## config.mk

```make
export PLATFORM = sky130hd
export DESIGN_NAME = cmul_pipe
export DESIGN_NICKNAME = d
export VERILOG_FILES = /design/src/rtl/cmul_pkg.sv /design/src/rtl/cmul_round_sat.sv /design/src/rtl/cmul_pipe.sv
export SDC_FILE = /design/constraint.sdc
export NUM_CORES = 2
export LEC_CHECK = 0
export ABC_AREA = 1
export CAP_MARGIN = 10
export CORE_MARGIN = 4
export CORE_UTILIZATION = 30
export CTS_BUF_LIST = sky130_fd_sc_hd__clkbuf_4 sky130_fd_sc_hd__clkbuf_8
export CTS_CLUSTER_DIAMETER = 200
export CTS_CLUSTER_SIZE = 8
export DETAILED_ROUTE_END_ITERATION = 8
export GPL_ROUTABILITY_DRIVEN = 0
export GPL_TIMING_DRIVEN = 0
export SYNTH_ARGS = -nofsm -noshare
export SYNTH_HDL_FRONTEND = slang
export SYNTH_SLANG_ARGS = --single-unit
```

## constraint.sdc

```tcl
create_clock -name clk -period 5.7 [get_ports clk]
set_input_delay 0.57 -clock clk [delete_from_list [all_inputs] [get_ports clk]]
set_output_delay 0.57 -clock clk [all_outputs]
set_load 0.005 [all_outputs]
```

## src/rtl/cmul_pkg.sv

```systemverilog
// rtl/cmul_pkg.sv - shared widths, rounding constant and overflow direction for cmul_pipe
package cmul_pkg;

  typedef enum logic [1:0] {
    OVF_NONE,
    OVF_POS,
    OVF_NEG
  } ovf_dir_e;

  // One extra bit covers the conj-negated coefficient at COEF_W+1.
  function automatic int prod_w(input int data_w, input int coef_w);
    return data_w + coef_w + 1;
  endfunction

  function automatic logic [127:0] rnd_const(input int shift);
    logic [127:0] v;
    v = '0;
    if (shift > 0) v[shift-1] = 1'b1;
    return v;
  endfunction

endpackage

```

## src/rtl/cmul_round_sat.sv

```systemverilog
// rtl/cmul_round_sat.sv - round-half-up, arithmetic shift, range check, wrap or clamp
// CMUL_PIPE_SAT_EN selects clamping on overflow; otherwise the low OUT_W bits are kept.
module cmul_round_sat
  import cmul_pkg::*;
#(
  parameter int IN_W       = 34,
  parameter int OUT_W      = 16,
  parameter int FRAC_SHIFT = 15
) (
  input  logic signed [IN_W-1:0]  i_x,
  output logic signed [OUT_W-1:0] o_y,
  output logic                    o_ovf
);
  localparam int EW = IN_W + 1;
  localparam logic [EW-1:0] RND = EW'(rnd_const(FRAC_SHIFT));

  logic signed [EW-1:0]  w_sum;
  logic signed [EW-1:0]  w_sh;
  logic [EW-OUT_W:0]     w_hi;
  ovf_dir_e              w_dir;

  assign w_sum = EW'(i_x) + $signed(RND);
  assign w_sh  = w_sum >>> FRAC_SHIFT;
  assign w_hi  = w_sh[EW-1:OUT_W-1];

  // In range only when every bit from the OUT_W sign bit upward agrees.
  always_comb begin
    w_dir = OVF_NONE;
    if (!w_hi[EW-OUT_W] && (|w_hi)) begin
      w_dir = OVF_POS;
    end else if (w_hi[EW-OUT_W] && !(&w_hi)) begin
      w_dir = OVF_NEG;
    end
  end

  assign o_ovf = (w_dir != OVF_NONE);

`ifdef CMUL_PIPE_SAT_EN
  always_comb begin
    o_y = w_sh[OUT_W-1:0];
    case (w_dir)
      OVF_POS: o_y = {1'b0, {(OUT_W-1){1'b1}}};
      OVF_NEG: o_y = {1'b1, {(OUT_W-1){1'b0}}};
      default: o_y = w_sh[OUT_W-1:0];
    endcase
  end
`else
  assign o_y = w_sh[OUT_W-1:0];
`endif

endmodule

```

## src/rtl/cmul_pipe.sv

```systemverilog
// rtl/cmul_pipe.sv - 3-stage signed complex multiplier, in*w or in*conj(w), valid/ready stream
// CMUL_PIPE_SAT_EN enables output saturation in cmul_round_sat (default: wrap).
module cmul_pipe
  import cmul_pkg::*;
#(
  parameter int DATA_W     = 16,
  parameter int COEF_W     = 16,
  parameter int OUT_W      = 16,
  parameter int FRAC_SHIFT = 15
) (
  input  logic                     clk,
  input  logic                     rst,
  input  logic                     in_valid,
  output logic                     in_ready,
  input  logic signed [DATA_W-1:0] in_r,
  input  logic signed [DATA_W-1:0] in_i,
  input  logic signed [COEF_W-1:0] w_r,
  input  logic signed [COEF_W-1:0] w_i,
  input  logic                     conj,
  output logic                     out_valid,
  input  logic                     out_ready,
  output logic signed [OUT_W-1:0]  out_r,
  output logic signed [OUT_W-1:0]  out_i,
  output logic                     out_ovf
);
  localparam int PW = prod_w(DATA_W, COEF_W);
  localparam int SW = PW + 1;

  logic                     w_en;
  logic signed [COEF_W:0]   w_wi_ext;
  logic signed [COEF_W:0]   w_wi_eff;

  logic                     r1_valid;
  logic signed [DATA_W-1:0] r1_in_r;
  logic signed [DATA_W-1:0] r1_in_i;
  logic signed [COEF_W-1:0] r1_w_r;
  logic signed [COEF_W:0]   r1_wi;

  logic                     r2_valid;
  logic signed [PW-1:0]     r2_rr;
  logic signed [PW-1:0]     r2_ii;
  logic signed [PW-1:0]     r2_ri;
  logic signed [PW-1:0]     r2_ir;

  logic signed [SW-1:0]     w_re;
  logic signed [SW-1:0]     w_im;
  logic signed [OUT_W-1:0]  w_re_y;
  logic signed [OUT_W-1:0]  w_im_y;
  logic                     w_re_ovf;
  logic                     w_im_ovf;

  // Whole pipe advances together; a held output freezes every stage.
  assign w_en     = out_ready | ~out_valid;
  assign in_ready = w_en & ~rst;

  assign w_wi_ext = {w_i[COEF_W-1], w_i};
  assign w_wi_eff = conj ? -w_wi_ext : w_wi_ext;

  always_ff @(posedge clk) begin
    if (rst) begin
      r1_valid  <= 1'b0;
      r2_valid  <= 1'b0;
      out_valid <= 1'b0;
      out_r     <= '0;
      out_i     <= '0;
      out_ovf   <= 1'b0;
    end else if (w_en) begin
      r1_valid  <= in_valid;
      r2_valid  <= r1_valid;
      out_valid <= r2_valid;
      out_r     <= w_re_y;
      out_i     <= w_im_y;
      out_ovf   <= w_re_ovf | w_im_ovf;
    end
  end

  always_ff @(posedge clk) begin
    if (w_en) begin
      r1_in_r <= in_r;
      r1_in_i <= in_i;
      r1_w_r  <= w_r;
      r1_wi   <= w_wi_eff;
      r2_rr   <= PW'(r1_in_r) * PW'(r1_w_r);
      r2_ii   <= PW'(r1_in_i) * PW'(r1_wi);
      r2_ri   <= PW'(r1_in_r) * PW'(r1_wi);
      r2_ir   <= PW'(r1_in_i) * PW'(r1_w_r);
    end
  end

  assign w_re = SW'(r2_rr) - SW'(r2_ii);
  assign w_im = SW'(r2_ri) + SW'(r2_ir);

  cmul_round_sat #(
    .IN_W      (SW),
    .OUT_W     (OUT_W),
    .FRAC_SHIFT(FRAC_SHIFT)
  ) u_rs_re (
    .i_x  (w_re),
    .o_y  (w_re_y),
    .o_ovf(w_re_ovf)
  );

  cmul_round_sat #(
    .IN_W      (SW),
    .OUT_W     (OUT_W),
    .FRAC_SHIFT(FRAC_SHIFT)
  ) u_rs_im (
    .i_x  (w_im),
    .o_y  (w_im_y),
    .o_ovf(w_im_ovf)
  );

endmodule

```

[Word level (Yosys, flattened, before mapping)]
Cells that the tools add are included.
Cells by class
  $add $sub $neg: 5
  multiply operators: 4
  mux-type cells: 5
  bitwise operators: 5
  reduce and logical (&&, ||, !) cells: 14
Operators by type and width (count)
  34-bit by 16-bit adder with 35-bit output, second input constant: 2
  16-bit by 17-bit multiplier with 33-bit output: 2
  16-bit by 16-bit multiplier with 32-bit output: 2
  33-bit by 32-bit adder with 34-bit output: 1
  32-bit by 33-bit subtractor with 34-bit output: 1
  17-bit two-way mux: 1
  16-bit negator with 17-bit output: 1
  5-bit AND reduction: 2
  5-bit OR reduction: 2
  2-bit two-way mux: 4
  1-bit logical AND: 4
  1-bit zero test: 4
  2-bit nonzero test: 2
  1-bit NOT: 2
  1-bit bitwise OR: 2
  1-bit AND: 1
Storage, ports and cells
  register bits: 231
  input port bits: 69
  word-level logic and storage cells: 47

[Longest topological paths before layout]
  word-level depth: 9
  depth in mapped cells: 28
  mapped depth without buffers: 26

[Hierarchy]
From an unflattened synthesis, not the netlist that was laid out.
Second synthesis, totals
  cell total of the unflattened synthesis: 7545
  area, all modules: 57332.5 µm²
Modules (own cells, without submodules)
  cmul_pipe: times used 1, cells each 7323, area an instance 56171.4 µm², sequential area each 6576.3 µm²
  cmul_round_sat: times used 2, cells each 111, area an instance 580.6 µm², sequential area each 0.0 µm²

[Worst setup path after synthesis]
No wires, ideal clock.
  path kind: flip-flop to flip-flop
  start: register r1_in_i[3]
  end: register r2_ii[29] (data pin)
  library setup time: 0.262 ns
  arrival time: 5.678 ns
  required time: 5.438 ns
  setup slack: -0.241 ns
  stages on the path, launching flop included: 21
  path buffers: 2
  period minus slack after synthesis: 5.941 ns
  cells stage by stage: edfxtp_1 -> clkbuf_1 -> clkbuf_1 -> nand2_1 -> inv_1 -> fa_1 -> fa_1 -> fa_1 -> fa_1 -> fa_1 -> inv_1 -> fa_1 -> inv_1 -> ha_1 -> nand2_1 -> nor4_1 -> nand2_1 -> o211ai_1 -> a21o_1 -> a21oi_1 -> xor2_1
On the way
  word-level cells in the longest chain between the ends: 1
RTL lines
  start: declaration: RTL line cmul_pipe.sv:35  | logic signed [DATA_W-1:0] r1_in_i;
  start signal: assignment: RTL line cmul_pipe.sv:80  | r1_in_i <= in_i;
  16-bit by 17-bit multiplier with 33-bit output: RTL line cmul_pipe.sv:84  | r2_ii <= PW'(r1_in_i) * PW'(r1_wi);
  end signal: assignment: RTL line cmul_pipe.sv:84
  end: declaration: RTL line cmul_pipe.sv:41  | logic signed [PW-1:0] r2_ii;
No other way between the ends.
A chain may end at the register's enable or synchronous reset.

[Final worst setup path]
  start: register r1_wi[14]
  end: register r2_ii[32] (data pin)
On the way
  word-level cells in the longest chain between the ends: 1
RTL lines
  start: declaration: RTL line cmul_pipe.sv:37  | logic signed [COEF_W:0] r1_wi;
  start signal: assignment: RTL line cmul_pipe.sv:82  | r1_wi <= w_wi_eff;
  16-bit by 17-bit multiplier with 33-bit output: RTL line cmul_pipe.sv:84
No other way between the ends.

==> results.py <==
metrics = {
    "synthesis": {
        "ys_ff_latch": 231,
        "synthXorXnorAreaFrac_pct": 3.144,
        "yosys.area_share.simple_pct": 14.09,
        "syn_inst": 6478,
        "synth_top_family_by_area": "adder cells",
        "synth-compound-area-share_pct": 4.553,
        "synthAdderAreaFrac_pct": 50.80,
        "async_flop_share_pct": 0,
        "ys_seq_area_share_pct": 12.23,
        "synth_mux_area_share_pct": 0,
        "synth_edf_count": 195,
        "synth_nets": 8084,
        "yosys_most_used_dff": "edfxtp_1",
        "synth.cell_area_mm2": 0.05376,
        "yosys_warnings": 0,
        "syn_area_per_cell_um2": 8.298,
        "yosysUniqueCellTypes": 49,
    },
    "grt": {
        "grt_antenna_before_repair": 18,
        "grt_max_degree": 103,
        "grt_usage_pct": 20.82,
        "grt_overflow": 0,
        "grt_pass1_vias": 47270,
        "grt_pass1_wl_mm": 288.8,
    },
    "clock_tree": {
        "hold_buffers": 0,
        "h-tree-depth": 2,
        "clk_latency_ps": 720,
        "clock-root-buffer": "clkbuf_8",
        "path_clk_slew_ps": 90,
        "clock_sinks": 231,
        "cts_tree": "yes",
        "cts_buffers": 35,
        "clockBufferDepth": 3,
    },
    "status": {
        "violations": "setup timing",
        "run_status": "finished, violations left",
    },
    "setup_path": {
        "r2r_slack_ps": -480,
        "cp_max_fo": 5,
        "path_cells": "clkbuf_16, buf_8, nand2_1, fa_1, inv_1, fa_1, fa_1, fa_1, fa_1, inv_1, fa_1, inv_2, ha_4, buf_6, nand2_1, nor2_1, inv_1, nor4_2, nand2_1, o2111ai_4, xor2_2",
        "crit_slowest_cell": "edfxtp_1",
        "start_kind": "flop",
        "worstPathArrival_ps": 6610,
        "crit_required_ps": 6130,
        "path_common_cell": "fa_1",
        "cpPeakStageDelay_ps": 610,
        "path_class": "flop to flop",
        "endpoint_kind": "flop",
    },
    "floorplanning": {
        "dieArea_mm2": 0.1860,
        "ioPinCount": 104,
        "die_h_um": 431.3,
        "coreArea_mm2": 0.1782,
        "rows": 155,
        "initial_core_util_pct": 30.16,
        "fp.dieW_um": 431.3,
    },
    "final_layout": {
        "syn_to_final_growth_pct": 27.04,
        "final_nets": 8630,
        "fin_area_mm2": 0.06829,
        "drive_above_1_share_pct": 20.08,
    },
    "detailed_routing": {
        "drt-initial-drc-count": 4186,
        "ant_nets": 0,
        "firstDrtPassIters": 8,
        "drt_wl_total_mm": 199.0,
        "wire_per_inst_um": 21.15,
        "drc": 0,
        "viasPerCell": 4.824,
        "num_vias": 45400,
    },
    "timing": {
        "worst_pin_slew_ps": 1387,
        "hold_viol_final": 0,
        "slew_viol_final": 0,
        "setup_ws_ps": -478.1,
        "slew_headroom_pct": 7.523,
        "period_needed_ps": 6178,
        "fmax_mhz": 161.9,
        "setup_tns_ps": -14660,
        "fin_crit_sh_pct": 108.4,
        "setup_violations": 57,
        "holdWs_ps": 416.6,
        "clock_skew_ps": 70.54,
        "rsz0062_at_grt": "true",
    },
    "placement": {
        "numPortBuffers": 102,
        "dp_hpwl_mm": 151.5,
        "postPlaceCellArea_mm2": 0.05780,
    },
    "run": {
        "max-cap-violations": 0,
    },
    "worst_hold_path": {
        "hold_path_class": "input pin to flop",
    },
}
==> worst max-delay path: cells and delay by family (launching register included) <==
family | cells | cell delay, ps
fa+ha+maj | 7 | 3340
simple gates | 5 | 870
xor+xnor | 1 | 140
buf+inv | 7 | 790
compound gates | 1 | 160
flops | 1 | 610
==> final timing paths <==
path,startpoint,to,depth (start not counted)
worst max register to register,r1_wi[14]$_DFFE_PN_,r2_ii[32]$_DFFE_PN_,21
worst max-delay path,r1_wi[14]$_DFFE_PN_,r2_ii[32]$_DFFE_PN_,21
worst min register to register,r2_valid$_SDFFE_PP0N_,out_valid$_SDFFE_PP0N_,2
worst min-delay path,conj,r1_wi[1]$_DFFE_PN_,3
==> area by class of cell <==
class / count / area (um2)
clock buffers: 55 / 638.1
plain buffers: 203 / 2744
fillers: 17290 / 109900
inverters: 1934 / 7277
well taps: 2355 / 2947
multi-input cells: 4076 / 42850
flip-flops and latches: 231 / 6576
diodes: 11 / 27.53
repair buffers: 543 / 5201
clock inverters: 4 / 28.78
==> cell families after synthesis <==
logic type,count (synthesis)
flops,231
simple gates,1925
xor+xnor,193
buf+inv,2171
compound gates,421
fa+ha+maj,1537
==> cells in the mapped netlist (2+ instances only) <==
library cell     n  area [um2]
a31oi_1         26       162.7
a21oi_2          8       70.07
buf_1            7       26.28
nand2_2         14       87.58
nand3b_1         2       15.01
o221ai_1         5       43.79
nor4_2           3       37.54
a211oi_1         2       15.01
nor2_2          11       68.82
edfxtp_1       195        5856
o21bai_1        24       180.2
o2111ai_1        4       35.03
nand3_1         76       380.4
o21ai_0        107       535.5
o21ai_2          5       43.79
fa_1          1076       21540
a221oi_1         3       26.28
o31ai_1          4       30.03
clkinv_1         2       7.510
nor2_1         266       998.5
o21ai_1         10       50.05
nor4_1           9       56.30
ha_1           461        5768
o211ai_1         5       37.54
dfxtp_1         36       720.7
buf_2            4       20.02
a21oi_1        178       890.9
nand2_1       1493        5604
clkbuf_1       225       844.6
o21a_1          12       90.09
a21o_1          20       150.1
nand4_1         14       87.58
nand3_2          4       40.04
xnor2_1         77       674.4
xor2_1         116        1016
nor3_1          20       100.1
inv_1         1932        7252
or2_2           11       68.82
==> repair_timing <==
item | CTS | global route
pin swaps | 199 | 319
gates resized for setup | 1040 | 638
setup buffers | 258 | 176
endpoints found under the setup margin | 95 | 74
cloned | 4 | 4
==> through the flow <==
step | worst slack, ps | util [%] | instances
global placement | -1986 | 32.39 | 8935
global route | -643.2 | 38.30 | 9403
detailed placement | -1976 | 32.43 | 8937
CTS | -415.6 | 36.35 | 9229
floorplan | -18.49 | - | 6478
finish | -478.1 | 38.32 | 9412
==> layer usage <==
metal	routed length, um	up-vias	track usage, %
li1	-	19790	-
met1	69450	22380	24.13
met2	89280	2468	33.13
met3	20610	753	5.573
met4	19470	10	15.42
met5	217	-	0
==> state kept, by name, indices dropped and copies added (netlist names) <==
signal and count:
r2_rr 32, r1_valid 1, r1_wi 17, out_i 16
r2_ii 33, r2_ir 32, out_ovf 1, r1_in_i 16
out_r 16, r1_in_r 16, r2_ri 33, out_valid 1
r2_valid 1, r1_w_r 16
==> placed cells by master (no fill, tap or decap), types with 65 or more instances in the layout <==
| cell | n |
|---|---|
| inv_1 | 1801 |
| nand2_1 | 1368 |
| fa_1 | 994 |
| ha_1 | 376 |
| buf_4 | 317 |
| nor2_1 | 232 |
| edfxtp_1 | 195 |
| inv_2 | 125 |
| buf_6 | 113 |
| clkdlybuf4s50_1 | 102 |
| a21oi_1 | 99 |
| nand2_2 | 84 |
| xor2_1 | 84 |
| fa_2 | 82 |
| clkbuf_8 | 80 |
| o21ai_0 | 75 |
| ha_4 | 75 |
| xnor2_1 | 65 |
Power is not shown: default switching activity piles up to over one toggle a cycle in this logic, so the estimate is an artifact.
